File: config.mk
export PLATFORM = sky130hd
export DESIGN_NAME = mem_io_arbiter
export DESIGN_NICKNAME = d
export VERILOG_FILES = /design/src/rtl/mem_io_arbiter.sv
export SDC_FILE = /design/constraint.sdc
export NUM_CORES = 1
export LEC_CHECK = 0
export CAP_MARGIN = 0
export CORE_AREA = 2 2 117 119
export DETAILED_ROUTE_END_ITERATION = 10
export DIE_AREA = 0 0 119 121
export GPL_TIMING_DRIVEN = 0
export PLACE_DENSITY_LB_ADDON = 0.15
export SYNTH_ARGS = -nofsm -noshare
export SYNTH_HDL_FRONTEND = slang
export SYNTH_SLANG_ARGS = --single-unit
export TNS_END_PERCENT = 100
File: constraint.sdc
create_clock -name clk -period 2.55 [get_ports clk]
set_input_delay 0.51 -clock clk [delete_from_list [all_inputs] [get_ports clk]]
set_output_delay 0.51 -clock clk [all_outputs]
set_load 0.02 [all_outputs]
File: src/rtl/mem_io_arbiter.sv
// Two-requester sequencer for the shared data-memory / IO port.
// CPU and loader take turns through a req/ack handshake.
module mem_io_arbiter #(
    parameter int          MEM_LAT  = 1,
    parameter int          MEM_AW   = 14,
    parameter logic [21:0] IO_BASE  = 22'h3FFFFF,
    parameter bit          LDR_PRIO = 1'b0
) (
    input  logic              clk,
    input  logic              rst_n,
    input  logic              cpu_req,
    input  logic              cpu_we,
    input  logic [31:0]       cpu_addr,
    input  logic [31:0]       cpu_wdata,
    output logic              cpu_ack,
    input  logic              ldr_req,
    input  logic              ldr_we,
    input  logic [31:0]       ldr_addr,
    input  logic [31:0]       ldr_wdata,
    output logic              ldr_ack,
    output logic [31:0]       rdata,
    output logic              busy,
    output logic              mem_en,
    output logic              mem_we,
    output logic [MEM_AW-1:0] mem_addr,
    output logic [31:0]       mem_wdata,
    input  logic [31:0]       mem_rdata,
    output logic              io_rd,
    output logic              io_wr,
    output logic              led_cs,
    output logic              sw_cs,
    output logic              seg_cs,
    output logic [31:0]       io_wdata,
    input  logic [15:0]       io_rdata
);

    localparam int CW = (MEM_LAT < 2) ? 1 : $clog2(MEM_LAT + 1);

    typedef enum logic [1:0] {
        IDLE,
        ACCESS,
        WAIT,
        RESP
    } state_t;

    state_t        state;
    logic [CW-1:0] cnt;
    logic          cpu_ackd;
    logic          ldr_ackd;
    logic          last_ldr;
    logic          sel_ldr;
    logic          we_q;
    logic          io_q;
    logic          sw_rd_q;
    logic [31:0]   wdata_q;

    logic          cpu_elig;
    logic          ldr_elig;
    logic          pick_ldr;
    logic          w_we;
    logic [31:0]   w_addr;
    logic [31:0]   w_wdata;
    logic          w_io;
    logic [3:0]    w_nib;
    logic          led_hit;
    logic          sw_hit;
    logic          seg_hit;

    logic          unused_addr;
    assign unused_addr = ^{cpu_addr[1:0], ldr_addr[1:0]};

    // A requester acked last cycle sits out one IDLE cycle.
    assign cpu_elig = cpu_req & ~cpu_ackd;
    assign ldr_elig = ldr_req & ~ldr_ackd;
    assign pick_ldr = ldr_elig &
                      (~cpu_elig | LDR_PRIO | ~last_ldr);

    assign w_we    = pick_ldr ? ldr_we    : cpu_we;
    assign w_addr  = pick_ldr ? ldr_addr  : cpu_addr;
    assign w_wdata = pick_ldr ? ldr_wdata : cpu_wdata;

    assign w_io    = (w_addr[31:10] == IO_BASE);
    assign w_nib   = w_addr[7:4];
    assign led_hit = w_io & (w_nib == 4'd6) & w_we;
    assign sw_hit  = w_io & (w_nib == 4'd7) & ~w_we;
    assign seg_hit = w_io & (w_nib == 4'd8) & w_we;

    assign mem_wdata = wdata_q;
    assign io_wdata  = wdata_q;

    always_ff @(posedge clk or negedge rst_n) begin
        if (!rst_n) begin
            state    <= IDLE;
            cnt      <= '0;
            cpu_ackd <= 1'b0;
            ldr_ackd <= 1'b0;
            last_ldr <= 1'b1;
            sel_ldr  <= 1'b0;
            we_q     <= 1'b0;
            io_q     <= 1'b0;
            sw_rd_q  <= 1'b0;
            wdata_q  <= '0;
            cpu_ack  <= 1'b0;
            ldr_ack  <= 1'b0;
            rdata    <= '0;
            busy     <= 1'b0;
            mem_en   <= 1'b0;
            mem_we   <= 1'b0;
            mem_addr <= '0;
            io_rd    <= 1'b0;
            io_wr    <= 1'b0;
            led_cs   <= 1'b0;
            sw_cs    <= 1'b0;
            seg_cs   <= 1'b0;
        end else begin
            cpu_ackd <= cpu_ack;
            ldr_ackd <= ldr_ack;
            case (state)
                IDLE: begin
                    if (cpu_elig || ldr_elig) begin
                        sel_ldr  <= pick_ldr;
                        last_ldr <= pick_ldr;
                        we_q     <= w_we;
                        io_q     <= w_io;
                        sw_rd_q  <= sw_hit;
                        wdata_q  <= w_wdata;
                        mem_addr <= w_addr[MEM_AW+1:2];
                        mem_en   <= ~w_io;
                        mem_we   <= ~w_io & w_we;
                        io_rd    <= sw_hit;
                        io_wr    <= led_hit | seg_hit;
                        led_cs   <= led_hit;
                        sw_cs    <= sw_hit;
                        seg_cs   <= seg_hit;
                        busy     <= 1'b1;
                        state    <= ACCESS;
                    end
                end
                ACCESS: begin
                    mem_en <= 1'b0;
                    mem_we <= 1'b0;
                    io_rd  <= 1'b0;
                    io_wr  <= 1'b0;
                    led_cs <= 1'b0;
                    sw_cs  <= 1'b0;
                    seg_cs <= 1'b0;
                    if (!io_q && !we_q) begin
                        cnt   <= CW'(MEM_LAT);
                        state <= WAIT;
                    end else begin
                        cpu_ack <= ~sel_ldr;
                        ldr_ack <= sel_ldr;
                        state   <= RESP;
                    end
                    // Unmapped and wrong-direction IO reads return zero.
                    if (io_q && !we_q) begin
                        rdata <= sw_rd_q ? {16'h0, io_rdata} : '0;
                    end
                end
                WAIT: begin
                    if (cnt == CW'(1)) begin
                        rdata   <= mem_rdata;
                        cpu_ack <= ~sel_ldr;
                        ldr_ack <= sel_ldr;
                        state   <= RESP;
                    end else begin
                        cnt <= cnt - CW'(1);
                    end
                end
                RESP: begin
                    cpu_ack <= 1'b0;
                    ldr_ack <= 1'b0;
                    busy    <= 1'b0;
                    state   <= IDLE;
                end
                default: state <= IDLE;
            endcase
        end
    end

endmodule

==> results of run 1 <==
[layout make-up]
class	count	area share
clock inverter	5	0.0123
clock buffer	11	0.0291
inverter	4	0.00180
multi-input combinational	333	0.235
sequential	97	0.291
buffer	63	0.0443
timing repair buffer	298	0.360
tap	176	0.0264
[where the power goes]
group          total, mW  switching (mW)  internal (mW)
registers           2.68           0.454           2.23
logic               5.59            2.92           2.67
clock network       1.56           0.571          0.984
[how the worst max path moves through the flow]
stage                  endpoint  slack [ns]  cells past startpoint
floorplan                 io_wr        0.72                      5
global placement      rdata[17]       -2.59                      1
detailed placement  io_wdata[6]       -0.11                      7
CTS                 io_wdata[6]        0.15                      7
global route            sw_rd_q       0.008                      8
finish              io_wdata[2]        0.23                      7
[cells by family after synthesis]
family,share of synthesized area
flip-flops,0.509
buffers and inverters,0.0803
AO/OA/AOI/OAI,0.122
adder cells (fa/ha/maj),0.0131
AND/OR/NAND/NOR,0.170
multiplexers,0.106
[critical path: stages (launching register included)]
cell	delay, ns
dfrtp_1	0.46
inv_1	0.12
ha_1	0.21
clkbuf_1	0.20
nand2_1	0.16
clkbuf_1	0.42
buf_1	0.42
o21ai_0	0.19
[cells in the final DEF (no fill, tap or decap), types with 10 or more instances in the layout]
cell type	netlist	layout
a221oi_1	14	14
nor2_1	39	39
clkdlybuf4s50_1	0	296
nand3_1	18	18
mux2i_1	48	48
nand2_1	96	96
clkbuf_1	20	20
buf_4	33	34
dfrtp_1	96	96
nand4_1	10	10
o21ai_0	57	57
[registers in the layout (all words and copies together), names as in the netlist, 2 cells and up]
| name | cells |
|---|---|
| state | 2 |
| rdata | 32 |
| mem_addr | 14 |
| io_wdata | 32 |
[what timing repair did]
| action | 4_1_cts | 5_1_grt |
|---|---|---|
| hold endpoints to repair | 0 | 0 |
| resized for setup | 0 | 2 |
| setup endpoints to repair | 0 | 1 |
| buffers inserted | 0 | 0 |
[stage by stage]
step	cells	total power [mW]	worst slack, ns	setup TNS (ns)
after CTS	987	9.91	0.146	0
after global placement	970	8.18	-2.59	-249.63
after detailed placement	971	8.35	-0.107	-1.08
after floorplan	497	5.71	0.716	0
final	987	9.83	0.228	0
after global routing	987	10.4	0.00842	0
[metal layers]
layer,vias up,wire [um]
met5,-,0
li1,2305,-
met4,0,342
met2,177,8240
met1,2296,6290
met3,21,987
==> results.ini, run 1 <==
[placement]
hpwl_mm=12.8
finalWeightedCongestion=0.781
placed_area_um2=7990
port_buffers=297

[final_layout]
nNetsFinal=993
final_area_um2=8330
seqCellArea_um2=2430
antenna_cells=0
syn2layout_area_growth_pct=74.8
fillCellCount=1096
multi_input_area_um2=1960
fin_util=0.637
drive_above_1_share=0.0801

[global_routing]
use_met1=0.258
grt_pass1_vias=4844
grt_overflow=0
top_usage_layer=met2
grt_antenna_before_repair=0
met2_usage=0.389
grt_max_degree=54
met3_usage=0.0437
grt_pass1_wl_mm=24.5
grt_use_total=0.218

[run]
cap_violations=0

[setup_path]
cp_data_required_time_ns=2.75
r2r_setup_slack_ns=0.23
crit_arrival_ns=2.52
cp_max_fo=10
worstReg2RegStart=state[0]
reg2reg_depth=7
path_class=reg -> reg
start_kind=flop
startpoint=state[0]
r2r-end=io_wdata[2]
cp-end-kind=flop

[pwr]
ir_worst_vdd_mv=0.505
p_leak_nw=3.73
power_density_nw_per_um2=1180

[drt]
firstDrtPassIters=4
routed_via_density=4.86
routedWlPerCell_um=16.1
vias=4799
drtIter0Drc=282
antenna_left=0
wl_mm=15.9
remaining_drc_errors=0

[timing]
maxSlewHeadroom=0.498
fmax_ghz=0.431
finalSetupViolCount=0
slew_violations=0
finalHoldViolCount=0
fin_skew_ns=0.00767
post-route-period-util=0.911
rsz0062_at_grt=false
worstMarginPinSlew_ns=0.745
post-route-min-period_ns=2.32
holdWs_ns=0.173

[yosys]
synth.largest_area_cell=dfrtp_1
synth_cells=497
synth_edf_count=0
synth_fp_nets=684
ys_seq_area_frac=0.509
synth_area_per_cell_um2=9.59
synth.top_cell.area_share=0.504
yosysUniqueCellTypes=33
synth_area_um2=4770
yosys_warnings=0
ys.flop_type=dfrtp_1
synthTopCellsByArea=dfrtp_1 50%, mux2i_1 10%, nand2_1 7.6%, o21ai_0 6.0%, buf_4 5.2%
ys_ff_latch=97
synthTopCellsByCount=96 x dfrtp_1, 96 x nand2_1, 57 x o21ai_0, 48 x mux2i_1, 39 x nor2_1
synthArstFlopShare=1.00

[outcome]
status=complete, no violations

[clock_network]
cts_tree=yes
root_buffer=clkbuf_16
clk_latency_ns=0.34
cts_hold_buffers=0
cts.sinks=97
cts.path.max_buffers=2
clkSlewWorstSetupHoldPaths_ns=0.07
h-tree-depth=3
cts_buffers=9

[floorplan]
coreArea_um2=13100
die_y_um=121
ios=302
start_util=0.364
die_x_um=119
dieArea_um2=14400
rows=42

[hold_path]
hp-class=in -> async

(Power assumes the default switching activity.)
==> run 2: changes to the inputs <==
CORE_AREA = 2 2 116 118   (was 2 2 117 119)
DIE_AREA = 0 0 118 120   (was 0 0 119 121)
DONT_BUFFER_PORTS = 1   (was unset)
==> run 2 against run 1 <==
Effect of this change:
- the run now ends with negative hold slack left
- via count fell by 25%
- clock skew down 0.0028 ns
- sequential cell count unchanged
- hold slack worse by 0.31 ns
- count of clock-buffer cells in the layout unchanged
- register-to-register slack improved by 0.06 ns
- power is 22% lower
- critical path depth is the same
- sequential power rose by 31%
- critical path type unchanged
- highest routed layer unchanged
==> results.ini, run 2 (same netlist as run 1, synthesis figures left out) <==
[outcome]
status=finished with violations  ; was complete, no violations
violations=negative hold slack

[placement]
finalWeightedCongestion=0.737  ; was 0.781
placed_area_um2=4990  ; was 7990 um2
port_buffers=0  ; was 297
hpwl_mm=10.1  ; was 12.8 mm

[final_layout]
syn2layout_area_growth_pct=10.7  ; was 74.8%
nNetsFinal=695  ; was 993
final_cell_mix=96 x nand2_1, 96 x dfrtp_1, 57 x o21ai_0  ; was 296 x clkdlybuf4s50_1, 96 x nand2_1, 96 x dfrtp_1
final_area_um2=5280  ; was 8330 um2
antenna_cells=0  ; unchanged
drive_above_1_share=0.123  ; was 0.0801

[floorplan]
die_x_um=118  ; was 119 um
dieArea_um2=14200  ; was 14,400 um2
rows=42  ; unchanged
die_y_um=120  ; was 121 um
coreArea_um2=13000  ; was 13,100 um2
start_util=0.367  ; was 0.364
ios=302  ; unchanged

[clock_network]
cts_tree=yes  ; unchanged
clk_latency_ns=0.34  ; about the same
cts.sinks=97  ; unchanged
h-tree-depth=3  ; unchanged
root_buffer=clkbuf_16  ; unchanged
cts_buffers=9  ; unchanged
post-cts-setup-buffers=0  ; unchanged
cts.path.max_buffers=2  ; unchanged
clkSlewWorstSetupHoldPaths_ns=0.06  ; was 0.07 ns

[timing]
slew_violations=0  ; unchanged
finalHoldViolCount=96  ; was 0
finalSetupViolCount=0  ; unchanged
maxSlewHeadroom=0.502  ; was 0.498
post-route-min-period_ns=2.26  ; was 2.32 ns
rsz0062_at_grt=false  ; unchanged
fin_skew_ns=0.00492  ; was 0.00767 ns
post-route-period-util=0.887  ; was 0.911
finalSetupTns_ns=0  ; unchanged
holdWs_ns=-0.135  ; was 0.173 ns
worstMarginPinSlew_ns=0.739  ; was 0.745 ns
fmax_ghz=0.442  ; was 0.431 GHz

[setup_path]
start_kind=flop  ; unchanged
cp-end-kind=flop  ; unchanged
r2r-end=io_wdata[1]  ; was io_wdata[2]
worstPathCellList=inv_1, ha_1, clkbuf_1, nand2_1, clkbuf_1, clkbuf_1, o21ai_0  ; was inv_1, ha_1, clkbuf_1, nand2_1, clkbuf_1, buf_1, o21ai_0
slowest_delay_ns=0.43  ; was 0.46 ns
critPathTopFamily=buffers and inverters  ; unchanged
cp_data_required_time_ns=2.75  ; about the same
reg2reg_depth=7  ; unchanged
path_buf_inv=4  ; unchanged
cp_common_cell=clkbuf_1  ; unchanged
startpoint=state[0]  ; unchanged
crit_slowest_cell=dfrtp_1  ; unchanged
crit_path_end=io_wdata[1]  ; was io_wdata[2]
path_class=reg -> reg  ; unchanged
crit_arrival_ns=2.47  ; was 2.52 ns
cp.depth=7  ; unchanged
cp_max_fo=10  ; unchanged
worstReg2RegStart=state[0]  ; unchanged
r2r_setup_slack_ns=0.29  ; was 0.23 ns

[pwr]
p_leak_nw=2.55  ; was 3.73 nW
ir_worst_vdd_mv=0.440  ; was 0.505 mV
power_density_nw_per_um2=1450  ; was 1180 nW/um2

[global_routing]
grt_max_degree=98  ; was 54
grt_overflow=0  ; unchanged
grt_antenna_before_repair=0  ; unchanged
grt_pass1_vias=3579  ; was 4,844
grt_use_total=0.179  ; was 0.218
grt_pass1_wl_mm=19.4  ; was 24.5 mm

[drt]
routedWlPerCell_um=18.9  ; was 16.1 um
vias=3620  ; was 4,799
remaining_drc_errors=0  ; unchanged
antenna_left=0  ; unchanged
firstDrtPassIters=4  ; unchanged
routed_via_density=5.25  ; was 4.86
drtIter0Drc=142  ; was 282
wl_mm=13.0  ; was 15.9 mm

[run]
cap_violations=0  ; unchanged

[hold_path]
hp-class=in -> async  ; unchanged

[run 2: cell count changes in the layout (fill, tap and decap cells not counted)]
cell	delta
clkbuf_2	+1
buf_16	-1
clkdlybuf4s50_1	-296
bufinv_16	-2
buf_4	-1
clkinv_4	+1
buf_1	-1
clkbuf_8	-1
clkbuf_1	+1
clkinv_2	+1
[run 2: how the worst min path moves through the flow]
| stage | start | end | slack [ns] | cells after the start |
|---|---|---|---|---|
| detailed placement | rst_n | io_wdata[14] | 0.22 | 0 |
| finish | rst_n | io_wdata[14] | -0.13 | 0 |
| global placement | rst_n | io_wdata[14] | 0.22 | 0 |
| floorplan | rst_n | busy | 0.21 | 0 |
| global route | rst_n | io_wdata[29] | -0.16 | 0 |
| CTS | rst_n | io_wdata[23] | -0.15 | 0 |
[run 2: power by group]
part	leakage [nW]	internal (mW)	switching, mW	total, mW
clock network	0.139	0.759	0.557	1.32
logic	1.20	1.08	1.73	2.81
registers	1.22	2.22	1.30	3.52
[run 2: timing repair]
action	4_1_cts	5_1_grt
endpoints found under the setup margin	0	5
gates resized for setup	0	3
hold endpoints to repair	96	96
[run 2: area by class of cell]
type | count | area [um2]
Inverter | 4 | 15.0
Multi-Input combinational cell | 333 | 1960
Clock buffer | 11 | 233
Sequential cell | 97 | 2430
Buffer | 63 | 370
Fill cell | 1279 | 7700
Tap cell | 176 | 220
Clock inverter | 5 | 56.3
[run 2: per-stage QoR]
stage	setup WS [ns]	power, mW	utilization	instances	hold WS, ns
after floorplan	0.716	5.71	-	497	0.214
after global placement	0.227	6.34	0.384	673	0.217
after detailed placement	0.136	6.42	0.384	673	0.217
after CTS	0.129	7.78	0.406	689	-0.154
after global routing	0.0264	8.21	0.407	689	-0.159
final	0.288	7.65	0.407	689	-0.135
[run 2: per-layer routing]
| metal | vias up | GRT usage | share of wire |
|---|---|---|---|
| li1 | 1715 | - | - |
| met1 | 1740 | 0.206 | 0.40 |
| met2 | 155 | 0.316 | 0.52 |
| met3 | 10 | 0.0532 | 0.073 |
| met4 | 0 | 0.0655 | 0.013 |
| met5 | - | 0 | 0 |
